===== src/rtl/serial_cfg_pkg.sv =====
// Shared definitions for the serial configuration bus master.
//   - Frame geometry and write-flag value for the 40-bit write frame.
//   - Serializer state encoding.
//   - Register addresses of the fullchip configuration map.
//   - make_frame(): assembles {write flag, address, data}, MSB first on the wire.
package serial_cfg_pkg;

  localparam int FRAME_BITS = 40;
  localparam logic WRITE_FLAG = 1'b0;

  typedef enum logic [2:0] {
    IDLE,
    SETUP,
    SHIFT,
    HOLD,
    LOAD,
    GAP
  } cfg_state_e;

  localparam logic [6:0] ADDR_CH1IN_FREQ  = 7'h10;
  localparam logic [6:0] ADDR_CH2IN_FREQ  = 7'h11;
  localparam logic [6:0] ADDR_CH3IN_FREQ  = 7'h12;
  localparam logic [6:0] ADDR_CH4IN_FREQ  = 7'h13;
  localparam logic [6:0] ADDR_CH1OUT_FREQ = 7'h14;
  localparam logic [6:0] ADDR_CH2OUT_FREQ = 7'h15;
  localparam logic [6:0] ADDR_CH3OUT_FREQ = 7'h16;
  localparam logic [6:0] ADDR_CH4OUT_FREQ = 7'h17;
  localparam logic [6:0] ADDR_MISC        = 7'h20;
  localparam logic [6:0] ADDR_RATES       = 7'h21;

  function automatic logic [FRAME_BITS-1:0] make_frame(input logic [6:0]  addr,
                                                       input logic [31:0] data);
    return {WRITE_FLAG, addr, data};
  endfunction

endpackage


===== src/rtl/rr_arbiter.sv =====
// Round-robin arbiter for the serial configuration bus.
//   clk     : clock
//   reset   : synchronous active-high, pointer back to 0
//   req     : request vector
//   advance : commit the current grant; pointer moves past the winner
//   grant   : one-hot winner (combinational)
//   found   : at least one request is set
// The search starts at the pointer and wraps; the pointer only moves when
// the grant is actually taken, so a dropped request is never remembered.
module rr_arbiter #(
  parameter int NREQ = 4
) (
  input  logic            clk,
  input  logic            reset,
  input  logic [NREQ-1:0] req,
  input  logic            advance,
  output logic [NREQ-1:0] grant,
  output logic            found
);

  localparam int PW = (NREQ > 1) ? $clog2(NREQ) : 1;

  logic [PW-1:0] ptr;
  logic [PW-1:0] ptr_n;

  // Two passes: indices at/above the pointer first, then the wrapped part.
  always_comb begin
    grant = '0;
    found = 1'b0;
    ptr_n = ptr;
    for (int k = 0; k < NREQ; k++) begin
      if (!found && req[k] && (k >= int'(ptr))) begin
        found    = 1'b1;
        grant[k] = 1'b1;
        ptr_n    = (k == NREQ - 1) ? '0 : PW'(k + 1);
      end
    end
    for (int k = 0; k < NREQ; k++) begin
      if (!found && req[k] && (k < int'(ptr))) begin
        found    = 1'b1;
        grant[k] = 1'b1;
        ptr_n    = (k == NREQ - 1) ? '0 : PW'(k + 1);
      end
    end
  end

  if (NREQ == 1) begin : g_single
    assign ptr = '0;
  end else begin : g_multi
    always_ff @(posedge clk) begin
      if (reset) begin
        ptr <= '0;
      end else if (advance) begin
        ptr <= ptr_n;
      end
    end
  end

endmodule


===== src/rtl/serial_cfg_master.sv =====
// Arbiter + serializer driving the fullchip serial configuration pins.
//   clk_120mhz : clock
//   reset      : synchronous active-high
//   req_valid  : per-requester word pending
//   req_addr   : packed 7-bit addresses, requester i at [7i+6:7i]
//   req_data   : packed 32-bit data, requester i at [32i+31:32i]
//   req_ack    : one-cycle pulse in the cycle the word is latched
//   busy       : high from the cycle after grant until the frame ends
//   SEN        : serial enable, active-low
//   SCLK       : serial clock, idles low, receiver samples on rise
//   SDI        : serial data, MSB first, changes only when SCLK falls
//   SLD        : load strobe, active-high
// Handshake: a requester holds req_valid/addr/data stable until req_ack;
// req_ack is combinational in the grant cycle and the word is taken on that
// clock edge. A req_valid still high after ack counts as a new request.
// Frame timing (H = HALFDIV), counting the grant cycle as cycle 0:
//   SETUP H, SHIFT 80H, HOLD H, LOAD H, GAP H-1 -> next grant at 84H.
// The grant cycle itself is the first cycle of the frame, so GAP is one
// cycle short and grant-to-grant spacing is exactly 84H.
module serial_cfg_master
  import serial_cfg_pkg::*;
#(
  parameter int NREQ    = 4,
  parameter int HALFDIV = 4
) (
  input  logic               clk_120mhz,
  input  logic               reset,
  input  logic [NREQ-1:0]    req_valid,
  input  logic [7*NREQ-1:0]  req_addr,
  input  logic [32*NREQ-1:0] req_data,
  output logic [NREQ-1:0]    req_ack,
  output logic               busy,
  output logic               SEN,
  output logic               SCLK,
  output logic               SDI,
  output logic               SLD
);

  localparam logic [7:0] DIV_LAST = 8'(HALFDIV - 1);
  localparam logic [7:0] GAP_LAST = 8'(HALFDIV - 2);

  cfg_state_e            state, state_n;
  logic [7:0]            div, div_n;
  logic [5:0]            bitcnt, bit_n;
  logic                  hi, hi_n;
  logic [FRAME_BITS-1:0] shreg, shreg_n;
  logic                  last;
  logic                  advance;
  logic [NREQ-1:0]       grant;
  logic                  found;
  logic [6:0]            sel_addr;
  logic [31:0]           sel_data;

  rr_arbiter #(.NREQ(NREQ)) u_arb (
    .clk     (clk_120mhz),
    .reset   (reset),
    .req     (req_valid),
    .advance (advance),
    .grant   (grant),
    .found   (found)
  );

  always_comb begin
    sel_addr = '0;
    sel_data = '0;
    for (int i = 0; i < NREQ; i++) begin
      if (grant[i]) begin
        sel_addr = req_addr[7*i +: 7];
        sel_data = req_data[32*i +: 32];
      end
    end
  end

  // Ack only while idle; suppressed during reset so an aborted cycle never acks.
  assign req_ack = (state == IDLE && !reset) ? grant : '0;
  assign SDI     = shreg[FRAME_BITS-1];
  assign SCLK    = hi;

  always_comb begin
    state_n = state;
    div_n   = div;
    bit_n   = bitcnt;
    hi_n    = hi;
    shreg_n = shreg;
    advance = 1'b0;
    last    = (div == DIV_LAST);
    case (state)
      IDLE: begin
        if (found) begin
          advance = 1'b1;
          shreg_n = make_frame(sel_addr, sel_data);
          div_n   = '0;
          state_n = SETUP;
        end
      end
      SETUP: begin
        if (last) begin
          div_n   = '0;
          hi_n    = 1'b0;
          bit_n   = 6'(FRAME_BITS - 1);
          state_n = SHIFT;
        end else begin
          div_n = div + 8'd1;
        end
      end
      SHIFT: begin
        if (!last) begin
          div_n = div + 8'd1;
        end else begin
          div_n = '0;
          if (!hi) begin
            hi_n = 1'b1;
          end else begin
            // End of a high phase: SCLK falls, next bit (if any) goes out.
            hi_n = 1'b0;
            if (bitcnt == 6'd0) begin
              state_n = HOLD;
            end else begin
              bit_n   = bitcnt - 6'd1;
              shreg_n = {shreg[FRAME_BITS-2:0], 1'b0};
            end
          end
        end
      end
      HOLD: begin
        if (last) begin
          div_n   = '0;
          state_n = LOAD;
        end else begin
          div_n = div + 8'd1;
        end
      end
      LOAD: begin
        if (last) begin
          div_n   = '0;
          state_n = (HALFDIV == 1) ? IDLE : GAP;
        end else begin
          div_n = div + 8'd1;
        end
      end
      GAP: begin
        if (div == GAP_LAST) begin
          div_n   = '0;
          state_n = IDLE;
        end else begin
          div_n = div + 8'd1;
        end
      end
      default: state_n = IDLE;
    endcase
  end

  // Pin outputs are registered from the next state so they line up with it.
  always_ff @(posedge clk_120mhz) begin
    if (reset) begin
      state  <= IDLE;
      div    <= '0;
      bitcnt <= '0;
      hi     <= 1'b0;
      shreg  <= '0;
      busy   <= 1'b0;
      SEN    <= 1'b1;
      SLD    <= 1'b0;
    end else begin
      state  <= state_n;
      div    <= div_n;
      bitcnt <= bit_n;
      hi     <= hi_n;
      shreg  <= shreg_n;
      busy   <= (state_n != IDLE);
      SEN    <= !((state_n == SETUP) || (state_n == SHIFT));
      SLD    <= (state_n == LOAD);
    end
  end

endmodule


===== config.mk =====
export PLATFORM = sky130hd
export DESIGN_NAME = serial_cfg_master
export DESIGN_NICKNAME = d
export VERILOG_FILES = /design/src/rtl/serial_cfg_pkg.sv /design/src/rtl/rr_arbiter.sv /design/src/rtl/serial_cfg_master.sv
export SDC_FILE = /design/constraint.sdc
export NUM_CORES = 1
export LEC_CHECK = 0
export CAP_MARGIN = 20
export CELL_PAD_IN_SITES_DETAIL_PLACEMENT = 1
export CELL_PAD_IN_SITES_GLOBAL_PLACEMENT = 2
export CORE_MARGIN = 2
export CORE_UTILIZATION = 24
export DETAILED_ROUTE_END_ITERATION = 16
export HOLD_SLACK_MARGIN = 0.08
export PLACE_DENSITY_LB_ADDON = 0.1
export SYNTH_ARGS = -nofsm -noshare
export SYNTH_HDL_FRONTEND = slang
export SYNTH_SLANG_ARGS = --single-unit

===== constraint.sdc =====
create_clock -name clk_120mhz -period 2.3 [get_ports clk_120mhz]
set_input_delay 0.575 -clock clk_120mhz [delete_from_list [all_inputs] [get_ports clk_120mhz]]
set_output_delay 0.575 -clock clk_120mhz [all_outputs]
set_load 0.02 [all_outputs]

After elaboration in Yosys (flattened, before gate mapping)
Index checks and enable logic that the tools add are counted.
{"block": "totals", "ff_bits": 63, "inputBits": 162, "output_inout_bits": 9, "elab_cells": 125}
{"block": "op_classes", "addsub": 2, "order_cmp": 6, "eq_ne": 15, "n_mux": 58, "n_reduce_logical": 35}
{"operator": "40-bit 2-to-1 mux", "count": 4}
{"operator": "32-bit 2-to-1 mux", "count": 4}
{"operator": "40-bit case mux with 2 select lines", "count": 1}
{"operator": "7-bit 2-to-1 mux", "count": 4}
{"operator": "3-bit 2-to-1 mux", "count": 8}
{"operator": "6-bit 2-to-1 mux", "count": 4}
{"operator": "8-bit 2-to-1 mux", "count": 3}
{"operator": "8-bit case mux with 3 select lines", "count": 1}
{"operator": "1-bit 2-to-1 mux", "count": 18}
{"operator": "3-bit case mux with 6 select lines", "count": 1}
{"operator": "8-bit by 2-bit == test with 1-bit output (second input constant)", "count": 2}
{"operator": "2-bit 2-to-1 mux", "count": 7}
{"operator": "1-bit logical AND", "count": 13}
{"operator": "6-bit case mux with 2 select lines", "count": 1}
{"operator": "2-bit inequality test (second input constant)", "count": 5}
{"operator": "5-bit AND reduction", "count": 2}
{"operator": "3-bit by 2-bit == test with 1-bit output (second input constant)", "count": 3}
{"operator": "3-bit == test (second input constant)", "count": 3}
{"operator": "8-bit by 1-bit adder with 8-bit output (second input constant)", "count": 1}
{"operator": "1-bit zero test", "count": 8}
{"operator": "7-bit nonzero test", "count": 1}
{"operator": "3-bit by 1-bit == test with 1-bit output (second input constant)", "count": 2}
{"operator": "6-bit zero test", "count": 1}
{"operator": "3-bit nonzero test", "count": 2}
{"operator": "other kinds (13)", "count": 17}

Depth between registers and ports, before layout
Gate-level depths: netlist of run 1.
{"block": "depth", "depth_word": 31, "mapped_depth": 9, "depth_no_buf": 7}

Modules after synthesis
Synthesis of run 1 repeated with hierarchy kept, for this count alone.
{"block": "hier_totals", "hier_cells": 588, "hier_area_um2": 4652.0}
{"module": "serial_cfg_master", "n_inst": 1, "cells_each": 554, "area_each_um2": 4408.0, "seq_area_each_um2": 1221.2}
{"module": "rr_arbiter", "n_inst": 1, "cells_each": 34, "area_each_um2": 244.0, "seq_area_each_um2": 40.0}

Worst setup path after synthesis of run 1
Ideal clock, no wire load.
{"block": "synth_path", "path_type": "input-to-output", "from": "input port req_valid[0]", "to": "output port req_ack[1]", "t_arrival_ps": 1859, "t_required_ps": 1725, "path_slack_ps": -134, "stages": 6, "path_buffers": 3, "path_cell_list": "buf_2 -> nor2_1 -> o221a_2 -> clkbuf_1 -> clkbuf_1 -> nor2b_1"}
{"block": "synth_via", "elab_chain_len": 22, "elab_cells_between_ends": 23, "classes_between": "8 x mux; 15 x reduce/logical"}
{"item": "from (decl)", "line": "serial_cfg_master.sv:28", "rtl": "input logic [NREQ-1:0] req_valid,"}
{"item": "1-bit logical AND", "line": "rr_arbiter.sv:32", "rtl": "if (!found && req[k] && (k >= int'(ptr))) begin"}
{"item": "1-bit 2-to-1 mux", "line": "rr_arbiter.sv:32"}
{"item": "1-bit zero test", "line": "rr_arbiter.sv:32"}
{"item": "1-bit logical AND (2 in a row)", "line": "rr_arbiter.sv:32"}
{"item": "1-bit 2-to-1 mux", "line": "rr_arbiter.sv:32"}
{"item": "1-bit zero test", "line": "rr_arbiter.sv:32"}
{"item": "1-bit logical AND (2 in a row)", "line": "rr_arbiter.sv:32"}
{"item": "1-bit 2-to-1 mux", "line": "rr_arbiter.sv:32"}
{"item": "[... 2 more ...]"}
{"item": "1-bit 2-to-1 mux", "line": "rr_arbiter.sv:32"}
{"item": "1-bit zero test", "line": "rr_arbiter.sv:39", "rtl": "if (!found && req[k] && (k < int'(ptr))) begin"}
{"item": "1-bit logical AND (2 in a row)", "line": "rr_arbiter.sv:39"}
{"item": "1-bit 2-to-1 mux", "line": "rr_arbiter.sv:39"}
{"item": "1-bit zero test", "line": "rr_arbiter.sv:39"}
{"item": "1-bit logical AND (2 in a row)", "line": "rr_arbiter.sv:39"}
{"item": "1-bit 2-to-1 mux *", "line": "rr_arbiter.sv:39"}
{"item": "4-bit 2-to-1 mux *", "line": "serial_cfg_master.sv:75", "rtl": "assign req_ack = (state == IDLE && !reset) ? grant : '0;"}
{"item": "to (decl)", "line": "serial_cfg_master.sv:31", "rtl": "output logic [NREQ-1:0] req_ack,"}
Every way passes the cells marked *; elsewhere a longest branch is shown, timed or not.

Worst setup path in the final report of run 1
{"block": "layout_path", "from": "input port req_valid[0]", "to": "output port req_ack[0]"}
{"block": "layout_via", "elab_chain_len": 18}
{"item": "1-bit logical AND", "line": "rr_arbiter.sv:32"}
{"item": "1-bit 2-to-1 mux", "line": "rr_arbiter.sv:32"}
{"item": "1-bit zero test", "line": "rr_arbiter.sv:32"}
{"item": "1-bit logical AND (2 in a row)", "line": "rr_arbiter.sv:32"}
{"item": "1-bit 2-to-1 mux", "line": "rr_arbiter.sv:32"}
{"item": "1-bit zero test", "line": "rr_arbiter.sv:32"}
{"item": "1-bit logical AND (2 in a row)", "line": "rr_arbiter.sv:32"}
{"item": "1-bit 2-to-1 mux", "line": "rr_arbiter.sv:32"}
{"item": "1-bit zero test", "line": "rr_arbiter.sv:32"}
{"item": "1-bit logical AND", "line": "rr_arbiter.sv:32"}
{"item": "1-bit 2-to-1 mux", "line": "rr_arbiter.sv:32"}
{"item": "1-bit zero test", "line": "rr_arbiter.sv:39"}
{"item": "1-bit logical AND (2 in a row)", "line": "rr_arbiter.sv:39"}
{"item": "1-bit 2-to-1 mux *", "line": "rr_arbiter.sv:39"}
{"item": "4-bit 2-to-1 mux *", "line": "serial_cfg_master.sv:75"}
Marks and branches as above.

==> results of run 1 <==
## layout by cell type (no fill, tap or decap), types with 3 or more instances in the layout
master and count:
a211oi_1 5, a21o_1 3, a21oi_1 10, a221oi_1 63, a221oi_2 9, a311oi_1 5, a31oi_1 4, and2_1 39
buf_12 11, buf_2 3, buf_4 60, clkbuf_16 9, clkbuf_8 4, clkdlybuf4s50_1 161, dfxtp_1 62, inv_1 8
nand2_1 13, nand2b_1 6, nand3_1 5, nand4_1 6, nor2_1 54, nor2_4 3, nor2b_1 6, nor3_1 6
nor4_1 4, o211a_1 35, o21ai_0 8, o31ai_1 35, o32ai_1 4, xor2_1 6
## cells by family (layout without fill, tap and decap cells)
kind of cell,count (synthesis),count (layout),synth area share (%)
AO/OA/AOI/OAI,206,206,40.01
XOR/XNOR,7,7,1.444
buffers and inverters,60,262,5.804
adder cells (fa/ha/maj),3,3,0.8840
multiplexers,2,2,0.4714
AND/OR/NAND/NOR,166,166,21.69
flip-flops,63,63,29.70
## through the flow
step,total power (W),area (um2),worst slack [ns],cells
3_3_place_gp,0.002332,6620,-0.7853,907
3_5_place_dp,0.002352,6620,-0.8272,907
5_1_grt,0.003908,7107,-0.006405,934
6_report,0.003720,7107,0.06288,934
4_1_cts,0.003751,7012,-0.009983,930
2_1_floorplan,0.001737,4259,-0.01428,507
## timing repair
item | in CTS | in global routing
setup buffers | 10 | 4
endpoints found under the setup margin | 46 | 46
pin swaps | 7 | 7
gates resized for setup | 32 | 22
hold endpoints to repair | 0 | 0
## power breakdown
| part | switching, W | internal, W |
|---|---|---|
| Combinational | 0.000494 | 0.000608 |
| Sequential | 0.0000666 | 0.00121 |
| Clock | 0.000506 | 0.000836 |
## final cells by class
cell class / instances / area share [%]
Inverter: 8 / 0.4225
Tap cell: 225 / 3.961
Sequential cell: 63 / 17.76
Multi-Input combinational cell: 384 / 40.88
Timing Repair Buffer: 240 / 32.98
Clock buffer: 14 / 3.996
## Yosys cell counts, types with 2 or more instances
| cell | count |
|---|---|
| a211oi_1 | 5 |
| a21o_1 | 3 |
| a21oi_1 | 11 |
| a221oi_1 | 72 |
| a22oi_1 | 2 |
| a311oi_1 | 5 |
| a31oi_1 | 4 |
| and2_1 | 39 |
| and3_1 | 2 |
| buf_2 | 17 |
| clkbuf_1 | 34 |
| dfxtp_1 | 63 |
| ha_1 | 3 |
| inv_1 | 8 |
| mux2i_1 | 2 |
| nand2_1 | 14 |
| nand2b_1 | 6 |
| nand3_1 | 5 |
| nand4_1 | 6 |
| nor2_1 | 57 |
| nor2b_1 | 8 |
| nor3_1 | 6 |
| nor3b_1 | 4 |
| nor4_1 | 4 |
| nor4_4 | 2 |
| o211a_1 | 35 |
| o21ai_0 | 11 |
| o21ai_1 | 2 |
| o311ai_1 | 2 |
| o31ai_1 | 35 |
| o32ai_1 | 4 |
| or3_1 | 3 |
| or4_1 | 2 |
| xor2_1 | 6 |
## worst min path at each step
stage / slack (ns) / endpoint
global placement: 0.47 / shreg[39]
global route: 0.47 / bitcnt[0]
finish: 0.45 / bitcnt[0]
floorplan: 0.45 / shreg[39]
detailed placement: 0.48 / shreg[39]
CTS: 0.49 / shreg[39]
## worst reg2reg max path, stage by stage, from the launching register on
cell and delay [ns]:
dfxtp_1 0.38, or4_1 0.56, nor4_1 0.33, o32ai_1 0.19, a311oi_1 0.34, buf_4 0.18, o21ai_0 0.07
## layer usage
layer / global-route usage (%) / routed length, um / vias up
met3: 4.148 / 1202 / 17
met4: 6.357 / 288 / 0
met2: 32.70 / 9069 / 144
met1: 24.18 / 7797 / 2498
li1: - / - / 2405
met5: 0 / 0 / -
## flip-flops by register name, summed over array words and instances, names as in the netlist, 2 cells and up
register and flops:
shreg 40, div 8, bitcnt 6, state 3
u_arb.ptr 2
==> impl_metrics.toml, run 1 <==
[placement]
port_buffers = 170
hpwl_um = 13070
gp_congestion = 0.7809

[synthesis]
ys_seq_elements = 63
synth_top_flop_cell = "dfxtp_1"
synth_nets = 672
synth_top_area_share_pct = 29.70
yosysSeqAreaShare_pct = 29.70
synth-edff-count = 0
synth-async-reset-ratio_pct = 0
synth.distinct_cells = 59
synth_area_um2 = 4247
postSynthAreaPerCell_um2 = 8.376
yosys_warnings = 0
syn_inst = 507
netlist_top_cells_area = "dfxtp_1 30%, a221oi_1 15%, o211a_1 8.2%, o31ai_1 6.2%, and2_1 5.7%"
synth_area_leader_cell = "dfxtp_1"

[sta]
tightest_slew_ns = 0.5153
drv_slew = 0
hold_viol_final = 0
finClkSkew_ns = 0.006860
worst_hold_slack_ns = 0.4529
timing.final.crit_share_pct = 97.27
fin_crit_ns = 2.237
relSlewSlack_pct = 65.65
finalSetupTns_ns = 0
setup_viol = 0
fmax_mhz = 447.0

[global_route]
grt_pass1_wl_um = 27840
grt.total_usage_pct = 19.28
grt_overflow_total = 0
grt_max_degree = 42
antenna_found_initial = 0
grt_pass1_vias = 5243

[worst_setup_path]
critPathBufInv = 4
crit_family = "buffers and inverters"
critical_path.startpoint = "req_valid[0]"
arrival_ns = 1.66
max_stage_delay_ns = 0.24
cp_slowest_cell = "a32o_2"
critPathMaxFanout = 6
endpoint_kind = "output port"
endpoint = "req_ack[0]"
crit_chain = "clkdlybuf4s15_1 -> buf_6 -> buf_4 -> nor2b_1 -> a32o_2 -> nor2b_4 -> buf_12"
worstPathRequired_ns = 1.73
r2r_end = "busy"
r2r_slack_ns = 0.12
start_kind = "primary input"
r2r_start = "div[2]"
cp.depth = 7
ff2ff_path_depth = 6
path_class = "primary input to output port"

[layout]
fill_cells = 2014
fin_util_pct = 41.09
syn_to_final_growth_pct = 67.35
drive_gt1_share_pct = 18.05
seqCellArea_um2 = 1262
num_antenna_cells = 0
fin_nets = 871
multi_input_area_um2 = 2905

[min_path]
min_from = "bitcnt[0]"
hold_path_class = "flip-flop to flip-flop"
hold_path_depth = 1

[cts]
clockBufferDepth = 2
clk_latency_ns = 0.34
hold_buffers = 0
cts_tree = "yes"
clkSinkCount = 63
root_buffer = "clkbuf_16"
htree_levels = 3
numCtsBuffers = 9
cts.clk_slew.worst_paths_ns = 0.05

[floorplan]
io_pins = 171
core_area_um2 = 17300
dieArea_um2 = 18770
die_h_um = 137.0
die_x_um = 137.0
initial_core_util_pct = 24.55
row_count = 48

[power_and_ir_drop]
power_density_nw_per_um2 = 523.4
leakage_nw = 2.813
vdd_ir_drop_max_mv = 0.3526

[routing]
vias = 5064
post_drt_wl_per_cell_um = 19.65
drt_iter0_drc = 329
drtAntennaViolNets = 0
remaining_drc_errors = 0
viasPerCell = 5.422
wl_um = 18360
dr.pass1.iters = 4

[job]
drv_cap = 0

[status]
run_status = "finished, final reports clean"
No activity file was read; power rests on OpenSTA's default activity.
==> run 2, diff against run 1 <==
CORE_UTILIZATION = 26   (was 24)
GPL_ROUTABILITY_DRIVEN = 0   (was default)
clock period = 2.7 ns   (was 2.3 ns; I/O delays follow)
==> impl_metrics.toml, run 2 (same netlist as run 1, synthesis figures left out) <==
[status]
run_status = "finished, final reports clean"

[cts]
root_buffer = "clkbuf_16"
cts_tree = "yes"
clk_latency_ns = 0.34
clkSinkCount = 63
htree_levels = 3
numCtsBuffers = 9
clockBufferDepth = 2
cts.clk_slew.worst_paths_ns = 0.06

[placement]
port_buffers = 170
dp_slack_ns = -0.5710
hpwl_um = 12320

[layout]
fin_util_pct = 41.88
fin_nets = 837
num_antenna_cells = 0
final_cell_mix = "162 x clkdlybuf4s50_1, 72 x a221oi_1, 63 x dfxtp_1, 56 x nor2_1, 39 x and2_1"
syn_to_final_growth_pct = 57.22
reg_top3 = "shreg: 40 flops, div: 8 flops, bitcnt: 6 flops"
final_common_cell = "clkdlybuf4s50_1"
drive_gt1_share_pct = 10.65
top_register = "shreg"
largest_reg_flops = 40

[routing]
dr.pass1.iters = 5
vias = 4842
post_drt_wl_per_cell_um = 19.26
remaining_drc_errors = 0
viasPerCell = 5.428
drtAntennaViolNets = 0
drt_iter0_drc = 172
wl_um = 17180

[sta]
fmax_mhz = 385.5
rsz0062_at_grt = "no"
setup_viol = 0
setup_slack_ns = 0.1061
hold_viol_final = 0
drv_slew = 0
finClkSkew_ns = 0.004659
fin_crit_ns = 2.594
timing.final.crit_share_pct = 96.07
relSlewSlack_pct = 42.90
tightest_slew_ns = 0.8556
worst_hold_slack_ns = 0.4965

[global_route]
grt.total_usage_pct = 19.61
grt_pass1_wl_um = 27330
grt_pass1_vias = 5190
grt_max_degree = 45
grt_overflow_total = 0
antenna_found_initial = 0

[floorplan]
initial_core_util_pct = 26.64
io_pins = 171
die_h_um = 131.8
dieArea_um2 = 17370
core_area_um2 = 15940
die_x_um = 131.8
row_count = 46

[worst_setup_path]
worstPathRequired_ns = 2.03
max_stage_delay_ns = 0.44
crit_family = "buffers and inverters"
start_kind = "primary input"
arrival_ns = 1.92
cp_slowest_cell = "clkdlybuf4s50_1"
critPathMaxFanout = 3
crit_chain = "clkdlybuf4s50_1 -> nor2_2 -> nand2_2 -> nor3b_4 -> buf_4 -> buf_2"
critPathBufInv = 3
endpoint_kind = "output port"
path_class = "primary input to output port"

[power_and_ir_drop]
leakage_nw = 2.611
vdd_ir_drop_max_mv = 0.3118
power_density_nw_per_um2 = 465.7

[min_path]
hold_path_class = "flip-flop to flip-flop"

[job]
drv_cap = 0
[run 2: area by class of cell]
class	instances	area (um2)
multi-input cells	384	2784
fillers	1840	9266
clock buffers	12	256.5
flip-flops and latches	63	1261
repair buffers	206	2032
inverters	8	30.03
clock inverters	3	42.54
well taps	216	270.3
[run 2: through the flow]
stage                     cell area (um2)  total power (W)  TNS [ns]  std cells
final                                6676         0.003109         0        892
after floorplan                      4247         0.001476         0        507
after detailed placement             6362         0.001937    -5.161        876
after global routing                 6676         0.003276         0        892
after global placement               6362         0.001921    -3.643        876
after CTS                            6681         0.003152         0        892
[run 2: what timing repair did]
item                       CTS  global route
pin swaps                    2             1
setup endpoints to repair    4             2
resized for setup           18             2
hold buffers                 0             0
buffers inserted             1             0
[run 2: power breakdown]
part | switching, W | internal [W]
clock | 0.000437 | 0.000759
sequential | 0.0000543 | 0.00103
combinational | 0.000379 | 0.000450
[run 2: worst reg2reg max path, delay by kind of cell, from the launching register on]
family                   cells  cell delay, ns
AO/OA/AOI/OAI                3            0.53
flip-flops                   1            0.37
buffers and inverters        2            0.41
adder cells (fa/ha/maj)      1            0.23
AND/OR/NAND/NOR              2            0.84
[run 2: layer usage]
metal  vias up  track usage, %  routed length [um]  share of wire (%)
li1       2336               -                   -                  -
met1      2362           22.38                6993                 41
met2       129           35.69                8801                 51
met3        15           5.652                1195                7.0
met4         0           5.254                 193                1.1
met5         -               0                   0                  0
[run 2: path summary, 6_finish.rpt]
path | start | end | slack (ns) | cells after the start
max | reset | req_ack[3] | 0.11 | 6
min | shreg[38] | shreg[39] | 0.50 | 2
max reg2reg | bitcnt[0] | shreg[11] | 0.21 | 8
min reg2reg | shreg[38] | shreg[39] | 0.50 | 2
==> run 3, diff against run 2 <==
CORE_UTILIZATION = 24   (was 26)
SLEW_MARGIN = 30   (was default)
clock period = 2.8 ns   (was 2.7 ns; I/O delays follow)
==> impl_metrics.toml, run 3 (same netlist as run 1, synthesis figures left out) <==
[worst_setup_path]
critPathMaxFanout = 6
worstPathRequired_ns = 2.10
arrival_ns = 2.07
start_kind = "primary input"
endpoint_kind = "output port"
path_class = "primary input to output port"

[routing]
vias = 4765
viasPerCell = 5.300
wl_um = 17320
drtAntennaViolNets = 0
post_drt_wl_per_cell_um = 19.27
remaining_drc_errors = 0
drt_iter0_drc = 140
dr.pass1.iters = 5

[sta]
relSlewSlack_pct = 62.45
setup_viol = 0
hold_viol_final = 0
rsz0062_at_grt = "yes"
tightest_slew_ns = 0.5620
finClkSkew_ns = 0.008134
fin_crit_ns = 2.765
timing.final.crit_share_pct = 98.76
worst_hold_slack_ns = 0.5074
setup_slack_ns = 0.03476
fmax_mhz = 361.6
drv_slew = 0

[global_route]
grt_pass1_vias = 5137
antenna_found_initial = 0
grt_max_degree = 45
grt_pass1_wl_um = 26990
grt.total_usage_pct = 18.67
grt_overflow_total = 0

[power_and_ir_drop]
leakage_nw = 2.598
power_density_nw_per_um2 = 428.8
p_int_w = 0.002049
power.total_w = 0.002860
power_frac_comb_pct = 28.6
switchingPower_w = 0.0008112
p_sw_share_pct = 28.36
vdd_ir_drop_max_mv = 0.3027
sequentialPowerShare_pct = 36.6
clkPwrFrac_pct = 34.8

[layout]
layoutNonFillerInstCount = 899
top_register = "shreg"
syn_to_final_growth_pct = 57.07
drive_gt1_share_pct = 10.24
final_common_cell = "clkdlybuf4s50_1"
fin_nets = 837
final_cell_mix = "165 x clkdlybuf4s50_1, 72 x a221oi_1, 63 x dfxtp_1, 55 x nor2_1, 39 x and2_1"
reg_top3 = "shreg: 40 flops, div: 8 flops, bitcnt: 6 flops"
largest_reg_flops = 40
num_antenna_cells = 0

[placement]
hpwl_um = 12630
dp_slack_ns = -0.6214
dp.cells = 885
port_buffers = 170

[floorplan]
io_pins = 171
dieArea_um2 = 18770
die_h_um = 137.0
die_x_um = 137.0
initial_core_util_pct = 24.55
core_area_um2 = 17300
row_count = 48

[min_path]
hold_path_class = "flip-flop to flip-flop"

[cts]
clk_latency_ns = 0.33
clkSinkCount = 63
clockBufferDepth = 2
numCtsBuffers = 9
htree_levels = 3
hold_buffers = 0
root_buffer = "clkbuf_16"
cts.clk_slew.worst_paths_ns = 0.05
cts_tree = "yes"

[job]
drv_cap = 0

[status]
run_status = "finished, final reports clean"
run 3: path summary, 6_finish.rpt:
path                                   end          from  slack (ns)  cells after the start
worst max-delay path            req_ack[2]  req_valid[3]        0.03                      7
worst min register to register    shreg[0]      shreg[0]        0.51                      2
worst max register to register   bitcnt[5]     bitcnt[0]        0.54                      8
worst min-delay path              shreg[0]      shreg[0]        0.51                      2
run 3: power groups by stage:
stage / Combinational [W] / Sequential (W) / Clock (W)
2_1_floorplan: 0.000376 / 0.00105 / 0
3_3_place_gp: 0.000812 / 0.00106 / 0
3_5_place_dp: 0.000828 / 0.00106 / 0
4_1_cts: 0.000840 / 0.00105 / 0.00104
5_1_grt: 0.000903 / 0.00106 / 0.00107
6_report: 0.000818 / 0.00105 / 0.000995
run 3: final cells by class:
class	count	area (um2)
Timing Repair Buffer	206	2049
Multi-Input combinational cell	384	2795
Clock inverter	2	10.01
Inverter	8	30.03
Fill cell	1987	10630
Tap cell	225	281.5
Sequential cell	63	1261
Clock buffer	11	242.7
run 3: through the flow:
step                      instance area (um2)  utilization (%)   TNS, ns
after floorplan                          4247                -         0
after global placement                   6384            36.91   -0.6672
after detailed placement                 6384            36.91    -4.074
after CTS                                6665            38.53         0
after global routing                     6670            38.56  -0.06723
final                                    6670            38.56         0
run 3: repair_timing:
item | in CTS | in global routing
pin swaps | 2 | 1
cloned | 0 | 0
setup buffers | 1 | 0
resized for setup | 9 | 4
endpoints found under the setup margin | 4 | 4
run 3: layer usage:
metal | global-route usage, % | share of wire (%)
met1 | 20.58 | 40
met2 | 34.02 | 52
met3 | 5.519 | 6.3
met4 | 6.128 | 1.8
met5 | 0 | 0
run 3: critical path, stage by stage:
cell,delay [ns]
clkdlybuf4s50_1,0.47
buf_6,0.16
nor2_2,0.13
a21oi_1,0.08
o21a_2,0.25
nor2_1,0.11
buf_4,0.16
